==> src/rtl/uart_tx_ctrl_if.sv <==
// Host-side handshake bundle for the UART transmit framer.
// master: host logic that requests frames; slave: the framer itself.
interface uart_tx_ctrl_if #(
  parameter int unsigned DATA_BITS = 8
);
  logic                 tx_start;
  logic [DATA_BITS-1:0] tx_data;
  logic                 serial_out;
  logic                 tx_busy;
  logic                 tx_done;

  modport master (
    output tx_start,
    output tx_data,
    input  serial_out,
    input  tx_busy,
    input  tx_done
  );

  modport slave (
    input  tx_start,
    input  tx_data,
    output serial_out,
    output tx_busy,
    output tx_done
  );
endinterface

==> src/rtl/uart_tx_ctrl.sv <==
// UART transmit framer: start bit, LSB-first data, optional parity,
// one or two stop bits, each bit held CLKS_PER_BIT clocks.
// All outputs are registered; no combinational input-to-output path.
module uart_tx_ctrl #(
  parameter int unsigned CLKS_PER_BIT = 10,
  parameter int unsigned DATA_BITS    = 8,
  parameter int unsigned PARITY_EN    = 0,
  parameter int unsigned PARITY_ODD   = 0,
  parameter int unsigned STOP_BITS    = 1
) (
  input  logic           clk,
  input  logic           rst,
  uart_tx_ctrl_if.slave  bus
);

  localparam int unsigned TW  = $clog2(CLKS_PER_BIT);
  localparam int unsigned IW  = $clog2(DATA_BITS);
  localparam logic        ODD = (PARITY_ODD != 0);

  typedef enum logic [2:0] {
    IDLE   = 3'd0,
    START  = 3'd1,
    DATA   = 3'd2,
    PARITY = 3'd3,
    STOP   = 3'd4
  } state_t;

  state_t               state_q, state_d;
  logic [TW-1:0]        timer_q, timer_d;
  logic [IW-1:0]        idx_q, idx_d;
  logic [DATA_BITS-1:0] shift_q, shift_d;
  logic                 parity_q, parity_d;
  logic                 serial_q, serial_d;
  logic                 busy_q, busy_d;
  logic                 done_q, done_d;
  logic                 tc;

  assign tc = (timer_q == TW'(CLKS_PER_BIT - 1));

  // Next-state, bit timing and data path; outputs are decoded from the
  // next state so that they appear registered in the cycle after each edge.
  always_comb begin
    state_d  = state_q;
    timer_d  = timer_q;
    idx_d    = idx_q;
    shift_d  = shift_q;
    parity_d = parity_q;
    serial_d = 1'b1;
    busy_d   = 1'b0;
    done_d   = 1'b0;

    if (state_q inside {START, DATA, PARITY, STOP}) begin
      timer_d = tc ? '0 : timer_q + 1'b1;
    end

    case (state_q)
      IDLE: begin
        timer_d = '0;
        idx_d   = '0;
        if (bus.tx_start) begin
          state_d  = START;
          shift_d  = bus.tx_data;
          parity_d = (^bus.tx_data) ^ ODD;
        end
      end
      START: begin
        if (tc) begin
          state_d = DATA;
          idx_d   = '0;
        end
      end
      DATA: begin
        if (tc) begin
          shift_d = shift_q >> 1;
          if (idx_q == IW'(DATA_BITS - 1)) begin
            idx_d   = '0;
            state_d = (PARITY_EN != 0) ? PARITY : STOP;
          end else begin
            idx_d = idx_q + 1'b1;
          end
        end
      end
      PARITY: begin
        if (tc) begin
          state_d = STOP;
          idx_d   = '0;
        end
      end
      STOP: begin
        if (tc) begin
          if (idx_q == IW'(STOP_BITS - 1)) begin
            state_d = IDLE;
            idx_d   = '0;
          end else begin
            idx_d = idx_q + 1'b1;
          end
        end
      end
      default: begin
        state_d = IDLE;
        timer_d = '0;
        idx_d   = '0;
      end
    endcase

    case (state_d)
      START:   serial_d = 1'b0;
      DATA:    serial_d = shift_d[0];
      PARITY:  serial_d = parity_d;
      default: serial_d = 1'b1;
    endcase

    busy_d = (state_d != IDLE);
    done_d = (state_q == STOP) && (state_d == IDLE);
  end

  // State, data path and output registers with asynchronous reset.
  always_ff @(posedge clk or posedge rst) begin
    if (rst) begin
      state_q  <= IDLE;
      timer_q  <= '0;
      idx_q    <= '0;
      shift_q  <= '0;
      parity_q <= 1'b0;
      serial_q <= 1'b1;
      busy_q   <= 1'b0;
      done_q   <= 1'b0;
    end else begin
      state_q  <= state_d;
      timer_q  <= timer_d;
      idx_q    <= idx_d;
      shift_q  <= shift_d;
      parity_q <= parity_d;
      serial_q <= serial_d;
      busy_q   <= busy_d;
      done_q   <= done_d;
    end
  end

  assign bus.serial_out = serial_q;
  assign bus.tx_busy    = busy_q;
  assign bus.tx_done    = done_q;

endmodule

==> src/flat_wrapper.sv <==
// flat-port wrapper written by rule: the top's interface ports become plain ports
module uart_tx_ctrl_flat 
#(
  parameter int unsigned CLKS_PER_BIT = 10,
  parameter int unsigned DATA_BITS    = 8,
  parameter int unsigned PARITY_EN    = 0,
  parameter int unsigned PARITY_ODD   = 0,
  parameter int unsigned STOP_BITS    = 1
)
  (clk, rst, bus_tx_start, bus_tx_data, bus_serial_out, bus_tx_busy, bus_tx_done);
  uart_tx_ctrl_if #(.DATA_BITS(DATA_BITS)) bus_i ();
  input  logic clk;
  input  logic rst;
  input wire logic [$bits(bus_i.tx_start)-1:0] bus_tx_start;
  input wire logic [$bits(bus_i.tx_data)-1:0] bus_tx_data;
  output wire logic [$bits(bus_i.serial_out)-1:0] bus_serial_out;
  output wire logic [$bits(bus_i.tx_busy)-1:0] bus_tx_busy;
  output wire logic [$bits(bus_i.tx_done)-1:0] bus_tx_done;
  assign bus_i.tx_start = bus_tx_start;
  assign bus_i.tx_data = bus_tx_data;
  assign bus_serial_out = bus_i.serial_out;
  assign bus_tx_busy = bus_i.tx_busy;
  assign bus_tx_done = bus_i.tx_done;
  uart_tx_ctrl #(.CLKS_PER_BIT(CLKS_PER_BIT), .DATA_BITS(DATA_BITS), .PARITY_EN(PARITY_EN), .PARITY_ODD(PARITY_ODD), .STOP_BITS(STOP_BITS)) u_core (.clk(clk), .rst(rst), .bus(bus_i));
endmodule
==> config.mk <==
export PLATFORM = sky130hd
export DESIGN_NAME = uart_tx_ctrl_flat
export DESIGN_NICKNAME = d
export VERILOG_FILES = /design/src/rtl/uart_tx_ctrl_if.sv /design/src/rtl/uart_tx_ctrl.sv /design/src/flat_wrapper.sv
export SDC_FILE = /design/constraint.sdc
export NUM_CORES = 1
export LEC_CHECK = 0
export ABC_CLOCK_PERIOD_IN_PS = 2000
export CAP_MARGIN = 20
export CORE_MARGIN = 2
export CORE_UTILIZATION = 45
export DETAILED_ROUTE_END_ITERATION = 8
export DONT_BUFFER_PORTS = 1
export PLACE_DENSITY = 0.6
export SLEW_MARGIN = 20
export SYNTH_ARGS = -nofsm -noshare
export SYNTH_HDL_FRONTEND = slang
export SYNTH_SLANG_ARGS = --single-unit
==> constraint.sdc <==
create_clock -name clk -period 2 [get_ports clk]
set_input_delay 0.5 -clock clk [delete_from_list [all_inputs] [get_ports clk]]
set_output_delay 0.5 -clock clk [all_outputs]
set_load 0.01 [all_outputs]
# --- After elaboration in Yosys (flattened, before gate mapping) ---
# Index checks and enable logic that the tools add are counted.
classes:
  n_addsub: 2
  n_mul: 0
  div: 0
  n_lt_le_gt_ge: 0
  n_eq_ne: 14
  shifts: 0
  muxes: 23
  bitwise: 0
  n_reduce_logical: 12
ops:
  columns: ["operator", "count"]
  rows:
  - ["3-bit two-way mux", 12]
  - ["8-bit two-way mux", 2]
  - ["8-bit case mux with 2 select lines", 1]
  - ["3-bit case mux with 5 select lines", 1]
  - ["3-bit by 2-bit equality test with 1-bit output, second input constant", 4]
  - ["4-bit two-way mux", 3]
  - ["3-bit logical NOT", 3]
  - ["3-bit case mux with 3 select lines", 1]
  - ["2-bit by 1-bit inequality test with 1-bit output, second input constant", 4]
  - ["8-bit parity", 1]
  - ["3-bit by 1-bit equality test with 1-bit output, second input constant", 2]
  - ["3-bit equality test, second input constant", 2]
  - ["3-bit AND reduction", 2]
  - ["4-bit by 1-bit adder with 4-bit output, second input constant", 1]
  - ["4-bit equality test, second input constant", 1]
  - ["4-bit nonzero test", 1]
  - ["4-bit OR reduction", 1]
  - ["3-bit by 1-bit adder with 3-bit output, second input constant", 1]
  - ["1-bit case mux with 3 select lines", 1]
  - ["3-bit nonzero test", 1]
  - ["1-bit two-way mux", 2]
  - ["2-bit inequality test, second input constant", 1]
  - ["2-bit nonzero test", 1]
  - ["2-bit OR reduction", 1]
  - ["1-bit logical AND", 1]
word_totals:
  regBits: 22
  latch_bits: 0
  mem_bits_rw: 0
  rom_bits: 0
  in_bits: 11
  output_inout_bits: 3
  wordCells: 60
  n_memories: 0

# --- Logic depth before layout (Yosys ltp) ---
logic_depth:
  ltp_word: 6
  depth_mapped: 8
  mapped_depth_nobuf: 7

# --- Worst setup path before layout ---
# No wires, ideal clock.
synth_timing:
  kind: "register to register"
  start: "register u_core.state_q[0]"
  end: "register u_core.serial_q (netlist: u_core.bus.serial_out)"
  setup_ns: 0.078
  t_arrival_ns: 1.728
  required_time_ns: 1.922
  setup_slack_ns: 0.194
  path_stages_with_launch: 7
  path_buffers: 1
  synth_period_minus_slack_ns: 1.806
  cell_sequence: "dfrtp_1 -> buf_2 -> or3b_4 -> o21ba_4 -> a221o_1 -> a31o_1 -> a31o_1"
synth_via:
  elab_cells_between_ends: 19
  classes_between: "7 x eq/ne; 11 x mux; 1 x reduce/logical"
synth_lines:
  columns: ["element", "line_no", "text"]
  rows:
  - ["start, declared", "uart_tx_ctrl.sv:28", "state_t state_q, state_d;"]
  - ["start signal, assigned", "uart_tx_ctrl.sv:129", "state_q <= state_d;"]
  - ["3-bit by 2-bit equality test with 1-bit output or 3-bit logical NOT (tied branches)", "uart_tx_ctrl.sv:56", "case (state_q)"]
  - ["8-bit case mux with 2 select lines (*)", "uart_tx_ctrl.sv:56", null]
  - ["net u_core.shift_d[0]", "uart_tx_ctrl.sv:31", "logic [DATA_BITS-1:0] shift_q, shift_d;"]
  - ["1-bit case mux with 3 select lines (*)", "uart_tx_ctrl.sv:106", "case (state_d)"]
  - ["net u_core.serial_d", "uart_tx_ctrl.sv:33", "logic serial_q, serial_d;"]
  - ["end signal, assigned", "uart_tx_ctrl.sv:134", "serial_q <= serial_d;"]
  - ["end, declared", "uart_tx_ctrl.sv:33", null]
# The timed path passes the listed nets; every way through them passes the cells marked *.
# A chain may end at the register's enable or synchronous reset.

# --- Final worst setup path ---
layout_timing:
  start: "register u_core.state_q[2]"
  end: "register u_core.serial_q (netlist: u_core.bus.serial_out)"
# The elaborated chain is that of the path after synthesis.

==> impl_summary.log <==
[metrics] outcome: completed
[metrics] Max transition margin: 80.9%
[metrics] max frequency: 0.537 GHz
[metrics] data required time at the worst endpoint: 2250 ps
[metrics] number of global-route vias before repair: 788
[metrics] fraction of the cycle the final worst path needs: 93.1%
[metrics] cell at the slowest stage of the critical path: sky130_fd_sc_hd__dfrtp_1
[metrics] global-route wire length before repair: 3.29 mm
[metrics] clk_lat worst skew: 300 ps
[metrics] post-synthesis sequential element count: 22
[metrics] detailed-route wire length: 2.09 mm
[metrics] Seq/Total Area, Yosys: 47.6%
[metrics] most used standard cell by instance count after synthesis: sky130_fd_sc_hd__dfrtp_1
[metrics] slowest stage delay, CP: 450 ps
[metrics] total number of nets in the final design: 140
[metrics] number of buffers added by the clock tree synthesis step: 3
[metrics] count of H-tree levels built during CTS: 1
[metrics] largest cells by area after synthesis: sky130_fd_sc_hd__dfrtp_1 (45%), sky130_fd_sc_hd__xnor2_1 (7.6%), sky130_fd_sc_hd__nand2_1 (5.5%)
[metrics] boundary pin count: 14
[metrics] Yosys warning count: 0
[metrics] data arrival time of the critical path: 2110 ps
[metrics] Post-Route Utilization: 51.1%
[metrics] placed wire-length estimate after detailed placement: 1.55 mm
[metrics] maximum number of pins on one net before global-route repair: 23
[metrics] slew at the pin with the worst max-slew slack: 287 ps
[metrics] worst-case clock buffer depth: 2
[metrics] Final Setup Violations: 0
[metrics] highest ir drop seen on vdd: 0.000723 V
[metrics] P&R area growth vs syn: 8.32%
[metrics] post-synthesis average cell area: 9.90 µm²
[metrics] cell type contributing the most total cell area after synthesis: sky130_fd_sc_hd__dfrtp_1
[metrics] time the worst path needs with I/O delays and setup: 1860 ps
[metrics] count of vias placed by the detailed router: 804
[metrics] worst hold slack: 104 ps
[metrics] area share of the largest cell type after synthesis: 45.4%
[metrics] root buf cell: sky130_fd_sc_hd__clkbuf_4
[metrics] Post-CTS Resized: 0
[metrics] remaining antenna violation count after routing: 0
[metrics] Power Total: 0.00145 W
[metrics] initial drt markers: 10
[metrics] type of element capturing the critical path: flop
[metrics] sort of element at the start of the critical path: flop
[metrics] Leak: 0.589 nW
[metrics] number of standard cells after synthesis: 117
[metrics] final setup TNS: 0 ps
[metrics] fraction of layout instances using a drive strength above 1: 12.2%
[metrics] setup skew after layout: 0.671 ps
[metrics] post-synth design cell area: 1160 µm²
[metrics] Hold Fails Final Rpt: 0
[metrics] Post-synth EDFFs: 0
[metrics] power density normalized to cell area: 1150 nW/µm²
[metrics] Syn Nets: 133
[metrics] clock transition at the registers of the reported paths: 120 ps
[metrics] Die Wd: 54.7 µm
[metrics] postcts setup bufs: 0
[metrics] initial antenna violation count: 0
[metrics] Final Wtd Congestion: 0.792
[metrics] count of inserted antenna diode cells: 0
[metrics] worst min path class: input pin to async pin
[metrics] number of rows in the core area: 18
[metrics] average detailed-routed wire length per instance: 13.7 µm
[metrics] Die Outline Area: 3000 µm²
[metrics] initial core utilization: 47.2%
[metrics] Slew Viols, Final: 0
[metrics] setup repair after global routing missed its margin: no
[metrics] iteration count of the initial detailed-routing pass: 4
[metrics] max capacitance violation total: 0
[metrics] ranking of synthesized cells by instance count: sky130_fd_sc_hd__dfrtp_1 (21), sky130_fd_sc_hd__nand2_1 (17), sky130_fd_sc_hd__xnor2_1 (10)
[metrics] core region area: 2450 µm²
[metrics] drc violations: 0
[metrics] critical path's most frequent cell: sky130_fd_sc_hd__a31o_1
[metrics] Synth async-reset ratio: 100%
[metrics] CP Cell Sequence: or3b_4 -> o21ba_4 -> a221o_1 -> a31o_1 -> a31o_1
[metrics] leading register cell type out of synthesis: sky130_fd_sc_hd__dfrtp_1
[metrics] global-route usage over all layers: 15.8%
[metrics] Yosys cell types: 33
[metrics] Hold Buf Count CTS: 0
[metrics] WS Path Type: flop to flop
[metrics] Max FO, Critical Path: 7
[metrics] Port Buffers: 0
[metrics] total grt overflow: 0
[metrics] drt via density: 5.25
[metrics] clock sink count: 22
[metrics] TritonCTS clock tree: yes
[metrics] Die Height: 54.7 µm
## per-stage QoR
| stage | std cells | setup slack, ps | area [µm²] |
|---|---|---|---|
| 2_1_floorplan | 117 | 194 | 1160 |
| 5_1_grt | 153 | 56.4 | 1250 |
| 4_1_cts | 153 | 96.3 | 1250 |
| 3_3_place_gp | 149 | 183 | 1220 |
| 6_report | 153 | 137 | 1250 |
| 3_5_place_dp | 149 | 107 | 1220 |
## registers in the layout (all words and copies together), names as in the netlist
name,flops
u_core.bus.tx_done,1
u_core.idx_q,3
u_core.bus.tx_busy,1
u_core.parity_q,1
u_core.shift_q,8
u_core.state_q,3
u_core.bus.serial_out,1
u_core.timer_q,4
## routing by layer
metal  wire (µm)  global-route usage, %
met5           0                      0
met4          15                   8.75
met3          52                   3.01
met2        1050                   26.4
met1         972                   18.8
## final timing paths
check / from / slack (ps) / to / depth (start not counted)
min in group clk: bus_tx_data[7] / 310 / u_core.shift_q[7] / 2
worst max-delay path: u_core.state_q[2] / 140 / u_core.bus.serial_out / 5
worst max register to register: u_core.state_q[2] / 140 / u_core.bus.serial_out / 5
worst min register to register: u_core.shift_q[1] / 500 / u_core.shift_q[1] / 2
max in group asynchronous: rst / 1620 / u_core.bus.serial_out / 2
worst min-delay path: rst / 100 / u_core.timer_q[0] / 2
## where the power goes
part,internal [W],switching (W)
clock,0.0000778,0.000132
sequential,0.000607,0.000112
combinational,0.000250,0.000267
total,0.000934,0.000511
## cell families after synthesis
| kind of cell | synth area share [%] |
|---|---|
| compound gates | 14.7 |
| xor+xnor | 8.32 |
| fa+ha+maj | 5.40 |
| buf+inv | 5.08 |
| flops | 47.6 |
| mux | 0.864 |
| simple gates | 18.0 |
## placed cells by master (no fill, tap or decap), drive strengths merged, types with 2 or more instances in the layout
cell type and instances:
dfrtp 21, a21oi 4, a22oi 6, inv 8, buf 7, nor3 4
clkbuf 4, or3 2, nor3b 2, xnor2 10, nand3b 2, nor2 9
ha 5, a31o 2, a31oi 2, nand2 17, o21a 2, o21ai 4
## worst max-delay path: cells and delay by family, from the launching register on
kind / cells / cell delay, ps
flip-flops: 1 / 450
AO/OA/AOI/OAI: 4 / 920
AND/OR/NAND/NOR: 1 / 440
## cell type report
type | instances | area [µm²]
Sequential cell | 22 | 552
Fill cell | 233 | 1200
Inverter | 8 | 30.0
Tap cell | 30 | 37.5
Timing Repair Buffer | 7 | 52.6
Multi-Input combinational cell | 82 | 557
Clock buffer | 4 | 26.3
(Power assumes the default switching activity.)
